**src/rtl/sram_port_arbiter_if.sv**
```systemverilog
// Bundle of requester-side and SRAM-side signals for sram_port_arbiter.
// slave = arbiter view, master = requesters plus SRAM macro view.
interface sram_port_arbiter_if #(
    parameter int ADDR_WIDTH = 10,
    parameter int DATA_WIDTH = 32
);
    logic                  acc_req;
    logic                  acc_we;
    logic [ADDR_WIDTH-1:0] acc_addr;
    logic [DATA_WIDTH-1:0] acc_wdata;
    logic                  acc_gnt;
    logic                  acc_rvalid;

    logic                  host_req;
    logic                  host_we;
    logic [ADDR_WIDTH-1:0] host_addr;
    logic [DATA_WIDTH-1:0] host_wdata;
    logic                  host_gnt;
    logic                  host_rvalid;

    logic [DATA_WIDTH-1:0] rdata;

    logic                  sram_en;
    logic                  sram_we;
    logic [ADDR_WIDTH-1:0] sram_addr;
    logic [DATA_WIDTH-1:0] sram_wdata;
    logic [DATA_WIDTH-1:0] sram_rdata;

    logic [15:0]           host_stall_cnt;

    modport slave (
        input  acc_req, acc_we, acc_addr, acc_wdata,
        input  host_req, host_we, host_addr, host_wdata,
        input  sram_rdata,
        output acc_gnt, acc_rvalid, host_gnt, host_rvalid, rdata,
        output sram_en, sram_we, sram_addr, sram_wdata,
        output host_stall_cnt
    );

    modport master (
        output acc_req, acc_we, acc_addr, acc_wdata,
        output host_req, host_we, host_addr, host_wdata,
        output sram_rdata,
        input  acc_gnt, acc_rvalid, host_gnt, host_rvalid, rdata,
        input  sram_en, sram_we, sram_addr, sram_wdata,
        input  host_stall_cnt
    );
endinterface

```
**src/rtl/sram_port_arbiter.sv**
```systemverilog
// Fixed-priority (accelerator first) arbiter for one single-port SRAM.
// Define ARB_STARVE_GUARD_EN to add the host starvation guard (host_wait / guard_trip).
module sram_port_arbiter #(
    parameter int ADDR_WIDTH = 10,
    parameter int DATA_WIDTH = 32,
    parameter int MAX_WAIT   = 8
) (
    input  logic                clk,
    input  logic                rst_n,
    sram_port_arbiter_if.slave  bus
);
    if (MAX_WAIT < 1 || MAX_WAIT > 255) begin : g_bad_max_wait
        $error("sram_port_arbiter: MAX_WAIT must be 1..255");
    end

    logic                  guard_trip;
    logic                  acc_gnt;
    logic                  host_gnt;

    logic                  sram_en_q,    sram_en_d;
    logic                  sram_we_q,    sram_we_d;
    logic [ADDR_WIDTH-1:0] sram_addr_q,  sram_addr_d;
    logic [DATA_WIDTH-1:0] sram_wdata_q, sram_wdata_d;
    logic                  owner_q,      owner_d;
    logic                  rvalid_q,     rvalid_d;
    logic                  rowner_q,     rowner_d;
    logic [15:0]           stall_q,      stall_d;

`ifdef ARB_STARVE_GUARD_EN
    logic [7:0] host_wait_q, host_wait_d;

    assign guard_trip = bus.host_req && (host_wait_q == 8'(MAX_WAIT));

    always_comb begin
        host_wait_d = 8'd0;
        if (bus.host_req && !host_gnt) begin
            host_wait_d = (host_wait_q == 8'(MAX_WAIT)) ? host_wait_q : host_wait_q + 8'd1;
        end
    end

    always_ff @(posedge clk or negedge rst_n) begin
        if (!rst_n) host_wait_q <= 8'd0;
        else        host_wait_q <= host_wait_d;
    end
`else
    assign guard_trip = 1'b0;
`endif

    // Grants are combinational but must read 0 while reset is held.
    assign acc_gnt  = rst_n && bus.acc_req && !guard_trip;
    assign host_gnt = rst_n && bus.host_req && !acc_gnt;

    always_comb begin
        sram_en_d    = acc_gnt || host_gnt;
        sram_we_d    = 1'b0;
        sram_addr_d  = sram_addr_q;
        sram_wdata_d = sram_wdata_q;
        owner_d      = owner_q;
        if (acc_gnt) begin
            sram_we_d    = bus.acc_we;
            sram_addr_d  = bus.acc_addr;
            sram_wdata_d = bus.acc_wdata;
            owner_d      = 1'b0;
        end else if (host_gnt) begin
            sram_we_d    = bus.host_we;
            sram_addr_d  = bus.host_addr;
            sram_wdata_d = bus.host_wdata;
            owner_d      = 1'b1;
        end
        // owner travels alongside the read so rvalid lines up with sram_rdata
        rvalid_d = sram_en_q && !sram_we_q;
        rowner_d = owner_q;
        stall_d  = stall_q;
        if (bus.host_req && !host_gnt && (stall_q != 16'hFFFF)) begin
            stall_d = stall_q + 16'd1;
        end
    end

    always_ff @(posedge clk or negedge rst_n) begin
        if (!rst_n) begin
            sram_en_q    <= 1'b0;
            sram_we_q    <= 1'b0;
            sram_addr_q  <= '0;
            sram_wdata_q <= '0;
            owner_q      <= 1'b0;
            rvalid_q     <= 1'b0;
            rowner_q     <= 1'b0;
            stall_q      <= 16'd0;
        end else begin
            sram_en_q    <= sram_en_d;
            sram_we_q    <= sram_we_d;
            sram_addr_q  <= sram_addr_d;
            sram_wdata_q <= sram_wdata_d;
            owner_q      <= owner_d;
            rvalid_q     <= rvalid_d;
            rowner_q     <= rowner_d;
            stall_q      <= stall_d;
        end
    end

    assign bus.acc_gnt        = acc_gnt;
    assign bus.host_gnt       = host_gnt;
    assign bus.acc_rvalid     = rvalid_q && !rowner_q;
    assign bus.host_rvalid    = rvalid_q && rowner_q;
    assign bus.rdata          = bus.sram_rdata;
    assign bus.sram_en        = sram_en_q;
    assign bus.sram_we        = sram_we_q;
    assign bus.sram_addr      = sram_addr_q;
    assign bus.sram_wdata     = sram_wdata_q;
    assign bus.host_stall_cnt = stall_q;
endmodule

```
**src/flat_wrapper.sv**
```systemverilog
// flat-port wrapper written by rule: the top's interface ports become plain ports
module sram_port_arbiter_flat 
#(
    parameter int ADDR_WIDTH = 10,
    parameter int DATA_WIDTH = 32,
    parameter int MAX_WAIT   = 8
)
  (clk, rst_n, bus_acc_req, bus_acc_we, bus_acc_addr, bus_acc_wdata, bus_host_req, bus_host_we, bus_host_addr, bus_host_wdata, bus_sram_rdata, bus_acc_gnt, bus_acc_rvalid, bus_host_gnt, bus_host_rvalid, bus_rdata, bus_sram_en, bus_sram_we, bus_sram_addr, bus_sram_wdata, bus_host_stall_cnt);
  sram_port_arbiter_if #(.ADDR_WIDTH(ADDR_WIDTH), .DATA_WIDTH(DATA_WIDTH)) bus_i ();
  input  logic clk;
  input  logic rst_n;
  input wire logic [$bits(bus_i.acc_req)-1:0] bus_acc_req;
  input wire logic [$bits(bus_i.acc_we)-1:0] bus_acc_we;
  input wire logic [$bits(bus_i.acc_addr)-1:0] bus_acc_addr;
  input wire logic [$bits(bus_i.acc_wdata)-1:0] bus_acc_wdata;
  input wire logic [$bits(bus_i.host_req)-1:0] bus_host_req;
  input wire logic [$bits(bus_i.host_we)-1:0] bus_host_we;
  input wire logic [$bits(bus_i.host_addr)-1:0] bus_host_addr;
  input wire logic [$bits(bus_i.host_wdata)-1:0] bus_host_wdata;
  input wire logic [$bits(bus_i.sram_rdata)-1:0] bus_sram_rdata;
  output wire logic [$bits(bus_i.acc_gnt)-1:0] bus_acc_gnt;
  output wire logic [$bits(bus_i.acc_rvalid)-1:0] bus_acc_rvalid;
  output wire logic [$bits(bus_i.host_gnt)-1:0] bus_host_gnt;
  output wire logic [$bits(bus_i.host_rvalid)-1:0] bus_host_rvalid;
  output wire logic [$bits(bus_i.rdata)-1:0] bus_rdata;
  output wire logic [$bits(bus_i.sram_en)-1:0] bus_sram_en;
  output wire logic [$bits(bus_i.sram_we)-1:0] bus_sram_we;
  output wire logic [$bits(bus_i.sram_addr)-1:0] bus_sram_addr;
  output wire logic [$bits(bus_i.sram_wdata)-1:0] bus_sram_wdata;
  output wire logic [$bits(bus_i.host_stall_cnt)-1:0] bus_host_stall_cnt;
  assign bus_i.acc_req = bus_acc_req;
  assign bus_i.acc_we = bus_acc_we;
  assign bus_i.acc_addr = bus_acc_addr;
  assign bus_i.acc_wdata = bus_acc_wdata;
  assign bus_i.host_req = bus_host_req;
  assign bus_i.host_we = bus_host_we;
  assign bus_i.host_addr = bus_host_addr;
  assign bus_i.host_wdata = bus_host_wdata;
  assign bus_i.sram_rdata = bus_sram_rdata;
  assign bus_acc_gnt = bus_i.acc_gnt;
  assign bus_acc_rvalid = bus_i.acc_rvalid;
  assign bus_host_gnt = bus_i.host_gnt;
  assign bus_host_rvalid = bus_i.host_rvalid;
  assign bus_rdata = bus_i.rdata;
  assign bus_sram_en = bus_i.sram_en;
  assign bus_sram_we = bus_i.sram_we;
  assign bus_sram_addr = bus_i.sram_addr;
  assign bus_sram_wdata = bus_i.sram_wdata;
  assign bus_host_stall_cnt = bus_i.host_stall_cnt;
  sram_port_arbiter #(.ADDR_WIDTH(ADDR_WIDTH), .DATA_WIDTH(DATA_WIDTH), .MAX_WAIT(MAX_WAIT)) u_core (.clk(clk), .rst_n(rst_n), .bus(bus_i));
endmodule
```
**config.mk**
```make
export PLATFORM = sky130hd
export DESIGN_NAME = sram_port_arbiter_flat
export DESIGN_NICKNAME = d
export VERILOG_FILES = /design/src/rtl/sram_port_arbiter_if.sv /design/src/rtl/sram_port_arbiter.sv /design/src/flat_wrapper.sv
export SDC_FILE = /design/constraint.sdc
export NUM_CORES = 1
export LEC_CHECK = 0
export ABC_CLOCK_PERIOD_IN_PS = 1800
export CORE_MARGIN = 4
export CORE_UTILIZATION = 32
export CTS_CLUSTER_SIZE = 8
export DETAILED_ROUTE_END_ITERATION = 16
export GPL_TIMING_DRIVEN = 0
export PLACE_DENSITY = 0.83
export SLEW_MARGIN = 20
export SYNTH_ARGS = -nofsm -noshare
export SYNTH_HDL_FRONTEND = slang
export SYNTH_SLANG_ARGS = --single-unit
```
**constraint.sdc**
```tcl
create_clock -name clk -period 1.8 [get_ports clk]
set_clock_uncertainty 0.1 [all_clocks]
set_input_delay 0.36 -clock clk [delete_from_list [all_inputs] [get_ports clk]]
set_output_delay 0.36 -clock clk [all_outputs]
set_load 0.01 [all_outputs]
```
# --- Word-level counts from Yosys, hierarchy flattened ---
# Cells that the tools add are included.
op_classes:
  n_addsub: 1
  eq_ne: 1
  mux: 8
  n_reduce_logical: 14
op_table:
  columns: ["cell", "n"]
  rows:
  - ["32-bit 2-to-1 mux", 2]
  - ["10-bit 2-to-1 mux", 2]
  - ["16-bit by 1-bit adder with 16-bit output (second input constant)", 1]
  - ["16-bit inequality test (second input constant)", 1]
  - ["1-bit logical AND", 8]
  - ["1-bit logical NOT", 4]
  - ["1-bit 2-to-1 mux", 4]
  - ["2-bit nonzero test", 1]
  - ["1-bit logical OR", 1]
word_totals:
  register_bits: 63
  input_bits: 122
  out_inout_bits: 96
  word_cells: 32

# --- Depth between registers and ports, before layout ---
depth:
  word_depth: 6
  mapped_depth: 6
  depth_no_buf: 5

# --- Worst setup path after synthesis ---
# No wires, ideal clock.
synth_path:
  kind: "flip-flop to flip-flop"
  start: "reg u_core.stall_q[0], in the netlist u_core.bus.host_stall_cnt[0]"
  end: "reg u_core.stall_q[12], in the netlist u_core.bus.host_stall_cnt[12]"
  setup_time_ns: 0.125
  arrival_ns: 1.613
  required_time_ns: 1.575
  path_slack_ns: -0.037
  path_stages_with_launch: 6
  path_buffers: 0
  synth_period_minus_slack_ns: 1.837
  cell_sequence: "dfrtp_1 > ha_1 > nand4_2 > or2_1 > nor3_1 > mux2_2"
synth_via:
  elab_chain_len: 2
  elab_cells_between_ends: 3
  classes_between: "1 x add/sub; 1 x eq/ne; 1 x reduce/logical"
synth_lines:
  columns: ["item", "line_no", "rtl"]
  rows:
  - ["from (decl)", "sram_port_arbiter.sv:27", "logic [15:0] stall_q, stall_d;"]
  - ["from (signal assigned)", "sram_port_arbiter.sv:97", "stall_q <= stall_d;"]
  - ["branches (longest 2 deep; another with 16-bit by 1-bit adder with 16-bit output)", null, null]
# Several ways; the timed one is not identified.
# A chain may end at the register's enable or synchronous reset.

# --- Worst setup path in the final report ---
layout_path:
  start: "reg u_core.stall_q[10], in the netlist u_core.bus.host_stall_cnt[10]"
  end: "reg u_core.stall_q[3], in the netlist u_core.bus.host_stall_cnt[3]"
layout_via:
  elab_chain_len: 2
layout_lines:
  columns: ["item", "line_no", "rtl"]
  rows:
  - ["16-bit inequality test", "sram_port_arbiter.sv:74", "if (bus.host_req && !host_gnt && (stall_q != 16'hFFFF)) begin"]
  - ["1-bit logical AND", "sram_port_arbiter.sv:74", null]
# Every way passes these cells.

==> qor.tcl <==
set qor(clock_net_sink_count) 63
set qor(power.ir.vdd_worst_v) 0.000360
set qor(initial_antenna_violation_count) 0
set qor(final_hold_viol_count) 21
set qor(grt_max_degree) 24
set qor(routed_wire_length_per_instance_um) 15.8
set qor(grt_pass1_wl_mm) 15.7
set qor(via_count) 3052
set qor(crit_path_end) {u_core.bus.host_stall_cnt[3]$_DFFE_PN0P_}
set qor(slew_violations) 0
set qor(floorplan.initialDensity_pct) 33.4
set qor(worst_slew_margin_relative_to_its_limit_pct) 39.0
set qor(r2r-end) {u_core.bus.host_stall_cnt[3]$_DFFE_PN0P_}
set qor(timing.final.crit_period_ns) 1.82
set qor(insertedDiodeCount) 0
set qor(rsz_0062_raised_after_global_routing) {true}
set qor(timing.critical_path.cells) {nand4_1 > nor4_4 > buf_4 > buf_8 > nor3b_4 > xor2_1}
set qor(layout_commonest_cell) {clkdlybuf4s50_1}
set qor(design.die.area_sq_um) 11500
set qor(clockBufferDepth) 2
set qor(p_total_uw) 4760
set qor(worst_setup_hold_path_clk_slew_ns) 0.07
set qor(multi_input_comb_area_sq_um) 1330
set qor(core_area_sq_um) 9420
set qor(endpoint_kind) {flip-flop}
set qor(min_delay_worst_type) {in -> async}
set qor(hold-worst-slack_ns) -0.0206
set qor(outcome) {finished, violations left}
set qor(violations) {negative hold slack, negative setup slack}
set qor(setup_ws_ns) -0.0223
set qor(post-synth-top-area-fraction_pct) 50.1
set qor(worst_slew_pin_slew_ns) 0.912
set qor(fmax_mhz) 549
set qor(route.antenna.remaining_nets) 0
set qor(timing.critical_path.slowest_stage_cell) {dfrtp_2}
set qor(drc_errors) 0
set qor(cp_slowest_stage_delay_ns) 0.43
set qor(place_worst_setup_slack_ns) -0.636
set qor(yosysTopAreaCell) {dfrtp_1}
set qor(netlist_area_sq_um) 3150
set qor(n_fill_cell) 795
set qor(place_inst) 617
set qor(postLayoutCellArea_sq_um) 5720
set qor(weighted_congestion_reported_at_the_end_of_routability_driven_placement) 0.806
set qor(final_cell_mix) {170 x clkdlybuf4s50_1, 56 x dfrtp_1, 51 x buf_4}
set qor(setup.worst_path.class) {reg -> reg}
set qor(postSynthNetCount) 425
set qor(number_of_global_route_vias_before_repair) 3142
set qor(worst_path_dominant_cell_family) {simple AND/OR/NAND/NOR gates}
set qor(timing.final.crit_share_pct) 101
set qor(global_route.usage.total_pct) 17.4
set qor(worst_r2r_path_depth) 6
set qor(final_net_count) 646
set qor(avgViaCountPerCell) 4.65
set qor(critical_path.startpoint_type) {flip-flop}
set qor(setup_viol_count_final) 3
set qor(timing.critical_path.depth) 6
set qor(async_flop_share_pct) 100
set qor(placedInstanceArea_sq_um) 5200
set qor(p_leak_uw) 0.00274
set qor(synth_edf_count) 0
set qor(firstDrtPassIters) 4
set qor(h-tree-depth) 3
set qor(worst_r2r_startpoint) {u_core.bus.host_stall_cnt[10]$_DFFE_PN0P_}
set qor(maxCapViolations) 0
set qor(cellPowerDensity_nw_per_um2) 832
set qor(fraction_of_final_layout_cells_sized_beyond_drive_strength_1_pct) 20.3
set qor(clock_insertion_delay_worst_skew_ns) 0.33
set qor(die_h_um) 107
set qor(syn_inst) 302
set qor(area_delta_synth_final_pct) 81.6
set qor(global_route.overflow_total) 0
set qor(postSynthAreaPerCell_sq_um) 10.4
set qor(netlist_top_cells_area) {dfrtp_1 50%, mux2i_1 13%, buf_4 7.6%}
set qor(seq_area_frac_synth_pct) 50.1
set qor(timing.critical_path.fanout_max) 6
set qor(warnings_from_yosys) 0
set qor(crit_start) {u_core.bus.host_stall_cnt[10]$_DFFE_PN0P_}
set qor(dpl.hpwl_mm) 7.94
set qor(detailedRoute.firstIterationViolations) 78
set qor(dominantRegCellSynth) {dfrtp_1}
set qor(clock_tree.root_cell) {clkbuf_8}
set qor(detail_route.wirelength_mm) 10.4
set qor(finalNonFillerCells) 657
set qor(cts_made_buffers) 9
set qor(portBuffers) 185
set qor(chipWidth_um) 107
set qor(cp_num_buf_inv) 2
set qor(cp_data_required_time_ns) 1.91
set qor(fin_tns_setup_ns) -0.0457
set qor(ff2ff_setup_slack_ns) -0.02
set qor(floorplan.io_pins) 218
set qor(timing.critical_path.arrival_ns) 1.93
set qor(synth.distinct_cells) 32
set qor(cts_tree) {done}
set qor(ys_seq_elements) 63
set qor(sequential_cell_area_sq_um) 1590
set qor(floorplan.rows) 35
cell usage after synthesis, types with 2 or more instances:
cell type,number
and4_1,2
dfrtp_1,63
buf_4,32
clkbuf_1,4
o21ai_0,43
nand4_1,3
buf_2,10
nor4_1,5
nor3_1,5
nand3_1,6
xor2_1,14
nor2b_1,2
nor2_1,3
mux2i_1,42
nand2_1,49
inv_1,2
nor3b_1,2
sequential cells by signal, indices dropped and copies added (netlist names):
signal and cells:
u_core.bus.sram_wdata 32, u_core.bus.host_stall_cnt 16, u_core.bus.sram_addr 10, u_core.bus.sram_en 1
u_core.bus.sram_we 1, u_core.owner_q 1, u_core.rowner_q 1, u_core.rvalid_q 1
final cells by class:
| class | instances | area share (%) |
|---|---|---|
| Clock buffer | 13 | 2.78 |
| Timing Repair Buffer | 210 | 36.6 |
| Inverter | 2 | 0.131 |
| Multi-Input combinational cell | 190 | 23.3 |
| Sequential cell | 63 | 27.7 |
| Buffer | 47 | 5.60 |
| Clock inverter | 3 | 1.14 |
| Tap cell | 129 | 2.82 |
logic make-up after synthesis:
| kind of cell | synth area share [%] |
|---|---|
| and+or+nand+nor | 13.9 |
| DFF | 50.1 |
| buffers and inverters | 10.3 |
| AOI/OAI and AO/OA | 7.27 |
| muxes | 14.2 |
| xor gates and xnor gates | 3.89 |
| adders and majority gates | 0.397 |
worst min path at each step:
stage | start | to | slack, ns | cells after the start
6_report | rst_n | u_core.bus.host_stall_cnt[13]$_DFFE_PN0P_ | -0.02 | 2
5_1_grt | rst_n | u_core.bus.host_stall_cnt[13]$_DFFE_PN0P_ | 0.007 | 2
4_1_cts | rst_n | u_core.owner_q$_DFFE_PN0P_ | 0.29 | 4
3_5_place_dp | rst_n | u_core.bus.host_stall_cnt[15]$_DFFE_PN0P_ | 0.18 | 1
3_3_place_gp | u_core.owner_q$_DFFE_PN0P_ | u_core.rowner_q$_DFF_PN0_ | 0.26 | 0
2_1_floorplan | rst_n | u_core.bus.host_stall_cnt[0]$_DFFE_PN0P_ | -0.04 | 0
metrics by stage:
step	util (%)	hold slack (ns)
floorplan	-	-0.0356
global placement	55.0	0.265
detailed placement	55.2	0.182
CTS	59.5	0.293
global route	60.8	0.00661
finish	60.8	-0.0206
power breakdown:
part	switching [uW]	internal [uW]	leakage (uW)
logic	624	948	0.00186
clock network	545	856	0.000114
registers	147	1640	0.000772
worst register-to-register path: cells and delay by family (launching register included):
family                    cells  cell delay (ns)
and+or+nand+nor               3             0.67
buffers and inverters         2             0.33
DFF                           1             0.43
xor gates and xnor gates      1             0.17
per-layer routing:
layer  vias to the layer above  track usage, %  share of wire, %
li1                       1445               -                 -
met5                         -               0                 0
met4                         0            5.48               1.8
met3                        16            5.00               8.6
met1                      1444            19.2                37
met2                       147            31.9                53
timing repair:
action	4_1_cts	5_1_grt
endpoints found under the hold margin	40	0
pin swaps	2	4
setup buffers	10	9
gates cloned	2	0
gates resized for setup	27	14
setup endpoints to repair	70	61
hold buffers	3	0
(Power assumes the default switching activity.)
